## src/rtl/nor_truth_table_sweeper_if.sv

```systemverilog
// Bus between the NOR truth-table sweeper and whatever drives start / observes results.
// The slave side is the sweeper; the master side supplies start and the block's f output.
interface nor_truth_table_sweeper_if;
    logic        start;
    logic        f_in;
    logic        a;
    logic        b;
    logic        c;
    logic        d;
    logic        vec_valid;
    logic        busy;
    logic        done;
    logic        pass;
    logic [15:0] table_out;
    logic [4:0]  err_cnt;
    logic [3:0]  first_err_idx;
    logic        first_err_valid;

    modport master (
        output start, f_in,
        input  a, b, c, d, vec_valid, busy, done, pass,
        input  table_out, err_cnt, first_err_idx, first_err_valid
    );

    modport slave (
        input  start, f_in,
        output a, b, c, d, vec_valid, busy, done, pass,
        output table_out, err_cnt, first_err_idx, first_err_valid
    );
endinterface

```

## src/rtl/nor_truth_table_sweeper.sv

```systemverilog
// Drives all 16 {a,b,c,d} vectors into the NOR lab block and grades the captured
// truth table against EXPECTED (mismatch count, first failing minterm, pass).
//
// state | meaning
// IDLE  | waiting for start after reset
// SWEEP | presenting vectors 0..15, one per cycle
// DRAIN | waiting LAT cycles for the last samples to come back
// DONE  | results valid and held until the next start
module nor_truth_table_sweeper #(
    parameter logic [15:0] EXPECTED = 16'h0717,
    parameter int          LAT      = 0
) (
    input  logic                          clk,
    input  logic                          rst,
    nor_truth_table_sweeper_if.slave      bus
);

    typedef enum logic [1:0] {IDLE, SWEEP, DRAIN, DONE} state_t;

    localparam logic [1:0] DRAIN_LOAD = (LAT > 0) ? 2'(LAT - 1) : 2'd0;

    state_t     state;
    logic [3:0] idx;
    logic       last_sent;
    logic [1:0] drain_cnt;
    logic [3:0] vec;
    logic       cap_valid;
    logic [3:0] cap_tag;
    logic       cap_err;
    logic [4:0] err_cnt_nxt;

    assign vec = {bus.a, bus.b, bus.c, bus.d};

    // The tag travelling with each vector emerges exactly when its f is valid.
    generate
        if (LAT == 0) begin : g_no_pipe
            assign cap_valid = bus.vec_valid;
            assign cap_tag   = vec;
        end else begin : g_pipe
            logic [4:0] pipe [LAT];

            always_ff @(posedge clk) begin
                if (rst) begin
                    for (int i = 0; i < LAT; i++) pipe[i] <= '0;
                end else begin
                    pipe[0] <= {bus.vec_valid, vec};
                    for (int i = 1; i < LAT; i++) pipe[i] <= pipe[i-1];
                end
            end

            assign cap_valid = pipe[LAT-1][4];
            assign cap_tag   = pipe[LAT-1][3:0];
        end
    endgenerate

    always_comb begin
        cap_err     = cap_valid && (bus.f_in != EXPECTED[cap_tag]);
        err_cnt_nxt = bus.err_cnt + {4'd0, cap_err};
    end

    always_ff @(posedge clk) begin
        if (rst) begin
            state               <= IDLE;
            idx                 <= '0;
            last_sent           <= 1'b0;
            drain_cnt           <= '0;
            bus.a               <= 1'b0;
            bus.b               <= 1'b0;
            bus.c               <= 1'b0;
            bus.d               <= 1'b0;
            bus.vec_valid       <= 1'b0;
            bus.busy            <= 1'b0;
            bus.done            <= 1'b0;
            bus.pass            <= 1'b0;
            bus.table_out       <= '0;
            bus.err_cnt         <= '0;
            bus.first_err_idx   <= '0;
            bus.first_err_valid <= 1'b0;
        end else begin
            if (cap_valid) begin
                bus.table_out[cap_tag] <= bus.f_in;
                if (cap_err) begin
                    bus.err_cnt <= err_cnt_nxt;
                    if (!bus.first_err_valid) begin
                        bus.first_err_idx   <= cap_tag;
                        bus.first_err_valid <= 1'b1;
                    end
                end
            end

            case (state)
                IDLE, DONE: begin
                    if (bus.start) begin
                        state               <= SWEEP;
                        idx                 <= '0;
                        last_sent           <= 1'b0;
                        bus.busy            <= 1'b1;
                        bus.done            <= 1'b0;
                        bus.pass            <= 1'b0;
                        bus.table_out       <= '0;
                        bus.err_cnt         <= '0;
                        bus.first_err_idx   <= '0;
                        bus.first_err_valid <= 1'b0;
                    end
                end
                SWEEP: begin
                    if (last_sent) begin
                        bus.vec_valid                  <= 1'b0;
                        {bus.a, bus.b, bus.c, bus.d}   <= 4'd0;
                        if (LAT > 0) begin
                            state     <= DRAIN;
                            drain_cnt <= DRAIN_LOAD;
                        end else begin
                            state    <= DONE;
                            bus.busy <= 1'b0;
                            bus.done <= 1'b1;
                            bus.pass <= (err_cnt_nxt == 5'd0);
                        end
                    end else begin
                        {bus.a, bus.b, bus.c, bus.d} <= idx;
                        bus.vec_valid                <= 1'b1;
                        // idx parks at 15; last_sent marks the final vector instead of a wrap.
                        if (idx == 4'd15) last_sent <= 1'b1;
                        else              idx       <= idx + 4'd1;
                    end
                end
                DRAIN: begin
                    if (drain_cnt == 2'd0) begin
                        state    <= DONE;
                        bus.busy <= 1'b0;
                        bus.done <= 1'b1;
                        bus.pass <= (err_cnt_nxt == 5'd0);
                    end else begin
                        drain_cnt <= drain_cnt - 2'd1;
                    end
                end
                default: state <= IDLE;
            endcase
        end
    end

endmodule

```

## src/flat_wrapper.sv

```systemverilog
// flat-port wrapper written by rule: the top's interface ports become plain ports
module nor_truth_table_sweeper_flat 
#(
    parameter logic [15:0] EXPECTED = 16'h0717,
    parameter int          LAT      = 0
)
  (clk, rst, bus_start, bus_f_in, bus_a, bus_b, bus_c, bus_d, bus_vec_valid, bus_busy, bus_done, bus_pass, bus_table_out, bus_err_cnt, bus_first_err_idx, bus_first_err_valid);
  nor_truth_table_sweeper_if bus_i ();
  input  logic clk;
  input  logic rst;
  input wire logic [$bits(bus_i.start)-1:0] bus_start;
  input wire logic [$bits(bus_i.f_in)-1:0] bus_f_in;
  output wire logic [$bits(bus_i.a)-1:0] bus_a;
  output wire logic [$bits(bus_i.b)-1:0] bus_b;
  output wire logic [$bits(bus_i.c)-1:0] bus_c;
  output wire logic [$bits(bus_i.d)-1:0] bus_d;
  output wire logic [$bits(bus_i.vec_valid)-1:0] bus_vec_valid;
  output wire logic [$bits(bus_i.busy)-1:0] bus_busy;
  output wire logic [$bits(bus_i.done)-1:0] bus_done;
  output wire logic [$bits(bus_i.pass)-1:0] bus_pass;
  output wire logic [$bits(bus_i.table_out)-1:0] bus_table_out;
  output wire logic [$bits(bus_i.err_cnt)-1:0] bus_err_cnt;
  output wire logic [$bits(bus_i.first_err_idx)-1:0] bus_first_err_idx;
  output wire logic [$bits(bus_i.first_err_valid)-1:0] bus_first_err_valid;
  assign bus_i.start = bus_start;
  assign bus_i.f_in = bus_f_in;
  assign bus_a = bus_i.a;
  assign bus_b = bus_i.b;
  assign bus_c = bus_i.c;
  assign bus_d = bus_i.d;
  assign bus_vec_valid = bus_i.vec_valid;
  assign bus_busy = bus_i.busy;
  assign bus_done = bus_i.done;
  assign bus_pass = bus_i.pass;
  assign bus_table_out = bus_i.table_out;
  assign bus_err_cnt = bus_i.err_cnt;
  assign bus_first_err_idx = bus_i.first_err_idx;
  assign bus_first_err_valid = bus_i.first_err_valid;
  nor_truth_table_sweeper #(.EXPECTED(EXPECTED), .LAT(LAT)) u_core (.clk(clk), .rst(rst), .bus(bus_i));
endmodule
```

## config.mk

```make
export PLATFORM = sky130hd
export DESIGN_NAME = nor_truth_table_sweeper_flat
export DESIGN_NICKNAME = d
export VERILOG_FILES = /design/src/rtl/nor_truth_table_sweeper_if.sv /design/src/rtl/nor_truth_table_sweeper.sv /design/src/flat_wrapper.sv
export SDC_FILE = /design/constraint.sdc
export NUM_CORES = 1
export LEC_CHECK = 0
export ABC_AREA = 1
export CORE_AREA = 5 5 71 73
export CTS_CLUSTER_DIAMETER = 120
export DETAILED_ROUTE_END_ITERATION = 16
export DIE_AREA = 0 0 76 78
export PLACE_DENSITY = 0.74
export SYNTH_ARGS = -nofsm -noshare
export SYNTH_HDL_FRONTEND = slang
export SYNTH_SLANG_ARGS = --single-unit
```

## constraint.sdc

```tcl
create_clock -name clk -period 5.6 [get_ports clk]
set_clock_uncertainty 0.2 [all_clocks]
set_input_delay 0.56 -clock clk [delete_from_list [all_inputs] [get_ports clk]]
set_output_delay 0.56 -clock clk [all_outputs]
set_load 0.005 [all_outputs]
```

==> metrics.yaml <==
route:
  drcViolationCount: 0
  wire_per_inst_um: 12.0
  avgViaCountPerCell: 4.89
  drt_wl_total_um: 4210
  drt_pass1_iterations: 4
  drtIter0Drc: 68
  detail-route-antenna-nets: 0
  vias: 1723
clocking:
  clockRootBuffer: "clkbuf_8"
  clkTransAtPathRegs_ns: 0.07
  cts_resized: 0
  cts_hold_buffers: 0
  h-tree-depth: 2
  clk_latency_ns: 0.30
  numCtsBuffers: 5
  cts.sinks: 43
  cts_tree: "built"
  cts_setup_buffers: 0
  clk_path_buf_depth: 2
grt:
  grt_max_degree: 24
  grt_usage: 0.146
  grt_pass1_wl_um: 7270
  antenna_found_initial: 0
  grt_pass1_vias: 1638
  overflow: 0
finish:
  area_growth_pct: 26.5
  nets: 309
  drive_above_1_share: 0.0600
  finalCoreUtilization: 0.555
  diodes: 0
die:
  io_pins: 38
  core-area_mm2: 0.00429
  rows: 24
  dieArea_mm2: 0.00593
  die_x_um: 76
  start_util: 0.439
  die_height_um: 78
logic_synthesis:
  syn-cell-area_mm2: 0.00188
  syn_area_per_cell_um2: 7.28
  yosysWarnings: 0
  ys_ff_latch: 43
  ys.flop_type: "dfxtp_1"
  async_reset_ff_frac: 0
  synth_nets: 269
  synth_edf_count: 0
  syn_inst: 259
  ys_seq_area_frac: 0.457
  yosysUniqueCellTypes: 24
pwr:
  finalPower_mw: 0.839
  swShare: 0.355
  ir_drop_mv: 0.187
  powerDensity_mw_per_mm2: 352
  p_sw_mw: 0.298
  leakage_nw: 1.01
  combPwrFrac: 0.323
  p_int_mw: 0.542
  power.share.clock: 0.229
  pwr-share-seq: 0.448
timing:
  relSlewSlack: 0.758
  hold_ws_ns: 0.256
  rsz0062_at_grt: "false"
  fmax_mhz: 404
  final.setup.tns_ns: 0
  slew_violations: 0
  tightest_slew_ns: 0.363
  setup_viol: 0
  finalCriticalPeriod_ns: 2.47
  period_share: 0.442
  hold_violations: 0
setup_path:
  ff2ff_setup_slack_ns: 3.54
  startpoint_type: "input pin"
  crit_required_ns: 5.62
  path_class: "input pin to flip-flop"
  cpPeakStageDelay_ns: 0.50
  worstPathArrival_ns: 2.50
  path_max_fanout: 7
  crit_chain: "clkdlybuf4s50_1 > or2_1 > nand3_2 > inv_2 > ha_1 > ha_1 > nor2_1 > nand3_1 > nor2_1 > nand3_1 > a21oi_1"
  critPathCaptureType: "flip-flop"
  crit_slowest_cell: "clkdlybuf4s50_1"
placement:
  io_buffers: 37
  place_hpwl_um: 3150
  gp_congestion: 0.798
run:
  maxCapViolCount: 0
worst_hold_path:
  hold_path_class: "flip-flop to flip-flop"
status:
  run_status: "finished, final reports clean"
[metrics by stage]
stage	cell area [um2]	setup WS, ns	instances
5_1_grt	2380	2.89	352
4_1_cts	2380	3.13	352
3_5_place_dp	2300	2.83	344
3_3_place_gp	2300	2.89	344
6_report	2380	3.13	352
2_1_floorplan	1880	3.52	259
[cell usage after synthesis (2+ instances only)]
cell type	number	area share
o22ai_1	3	0.010
inv_1	35	0.070
a21oi_1	26	0.069
o21ai_0	24	0.064
nand4_1	3	0.010
nand2_1	38	0.076
nor2_1	43	0.086
ha_1	6	0.040
buf_2	2	0.0053
inv_2	5	0.010
dfxtp_1	43	0.46
o21ai_1	6	0.016
nand3_1	14	0.037
[cells in the final DEF (no fill, tap or decap), types with 3 or more instances in the layout]
cell type         n
a21oi_1          26
nor2_1           43
inv_1            35
o22ai_1           3
o21ai_0          24
nand4_1           3
ha_1              6
nand2_1          38
inv_2             5
o21ai_1           6
clkbuf_8          5
dfxtp_1          43
clkdlybuf4s50_1  37
nand3_1          14
[state kept, by name (all words and copies together) (netlist names), 2 cells and up, named ones only]
name and count:
u_core.bus.first_err_idx 4, u_core.bus.table_out 16, u_core.drain_cnt 2, u_core.idx 4, u_core.bus.err_cnt 5
[power by group through the flow]
stage          clock (mW)  combinational [mW]  sequential [mW]
4_1_cts             0.197               0.273            0.376
6_report            0.192               0.271            0.376
5_1_grt             0.214               0.305            0.382
2_1_floorplan           0               0.183            0.378
3_3_place_gp            0               0.267            0.382
3_5_place_dp            0               0.271            0.383
[per-layer routing]
metal	share of wire	wire length (um)	track usage	vias to the layer above
met4	0.017	71	0.0641	0
met5	0	0	0	-
met3	0.045	191	0.0313	7
met1	0.48	2010	0.178	765
met2	0.46	1930	0.247	34
li1	-	-	-	917
[cell type report]
type                       instances  area (um2)
clock buffer                       6        72.6
clock inverter                     2        12.5
tap                               52        65.1
sequential                        43         861
fill                             433        1910
inverter                          40         150
timing repair buffer              37         370
multi-input combinational        172         852
[logic make-up (layout without fill, tap and decap cells)]
kind of cell | count (synthesis) | in the layout | synth area share
AOI/OAI and AO/OA | 61 | 61 | 0.171
adders and majority gates | 6 | 6 | 0.0398
buffers and inverters | 44 | 85 | 0.0910
DFF | 43 | 43 | 0.457
and+or+nand+nor | 105 | 105 | 0.241
[critical path, delay by kind of cell]
| family | cells | cell delay, ns |
|---|---|---|
| fa+ha+maj | 2 | 0.51 |
| simple gates | 6 | 0.73 |
| buf+inv | 2 | 0.58 |
| compound gates | 1 | 0.11 |
[path summary, 6_finish.rpt]
path / startpoint / end / depth (start not counted)
worst min-delay path: u_core.bus.busy$_SDFFE_PP0P_ / u_core.bus.busy$_SDFFE_PP0P_ / 2
worst min register to register: u_core.bus.busy$_SDFFE_PP0P_ / u_core.bus.busy$_SDFFE_PP0P_ / 2
worst max register to register: u_core.bus.vec_valid$_SDFFE_PP0N_ / u_core.bus.pass$_SDFFE_PP0P_ / 9
worst max-delay path: bus_f_in / u_core.bus.pass$_SDFFE_PP0P_ / 11
(Power assumes the default switching activity.)
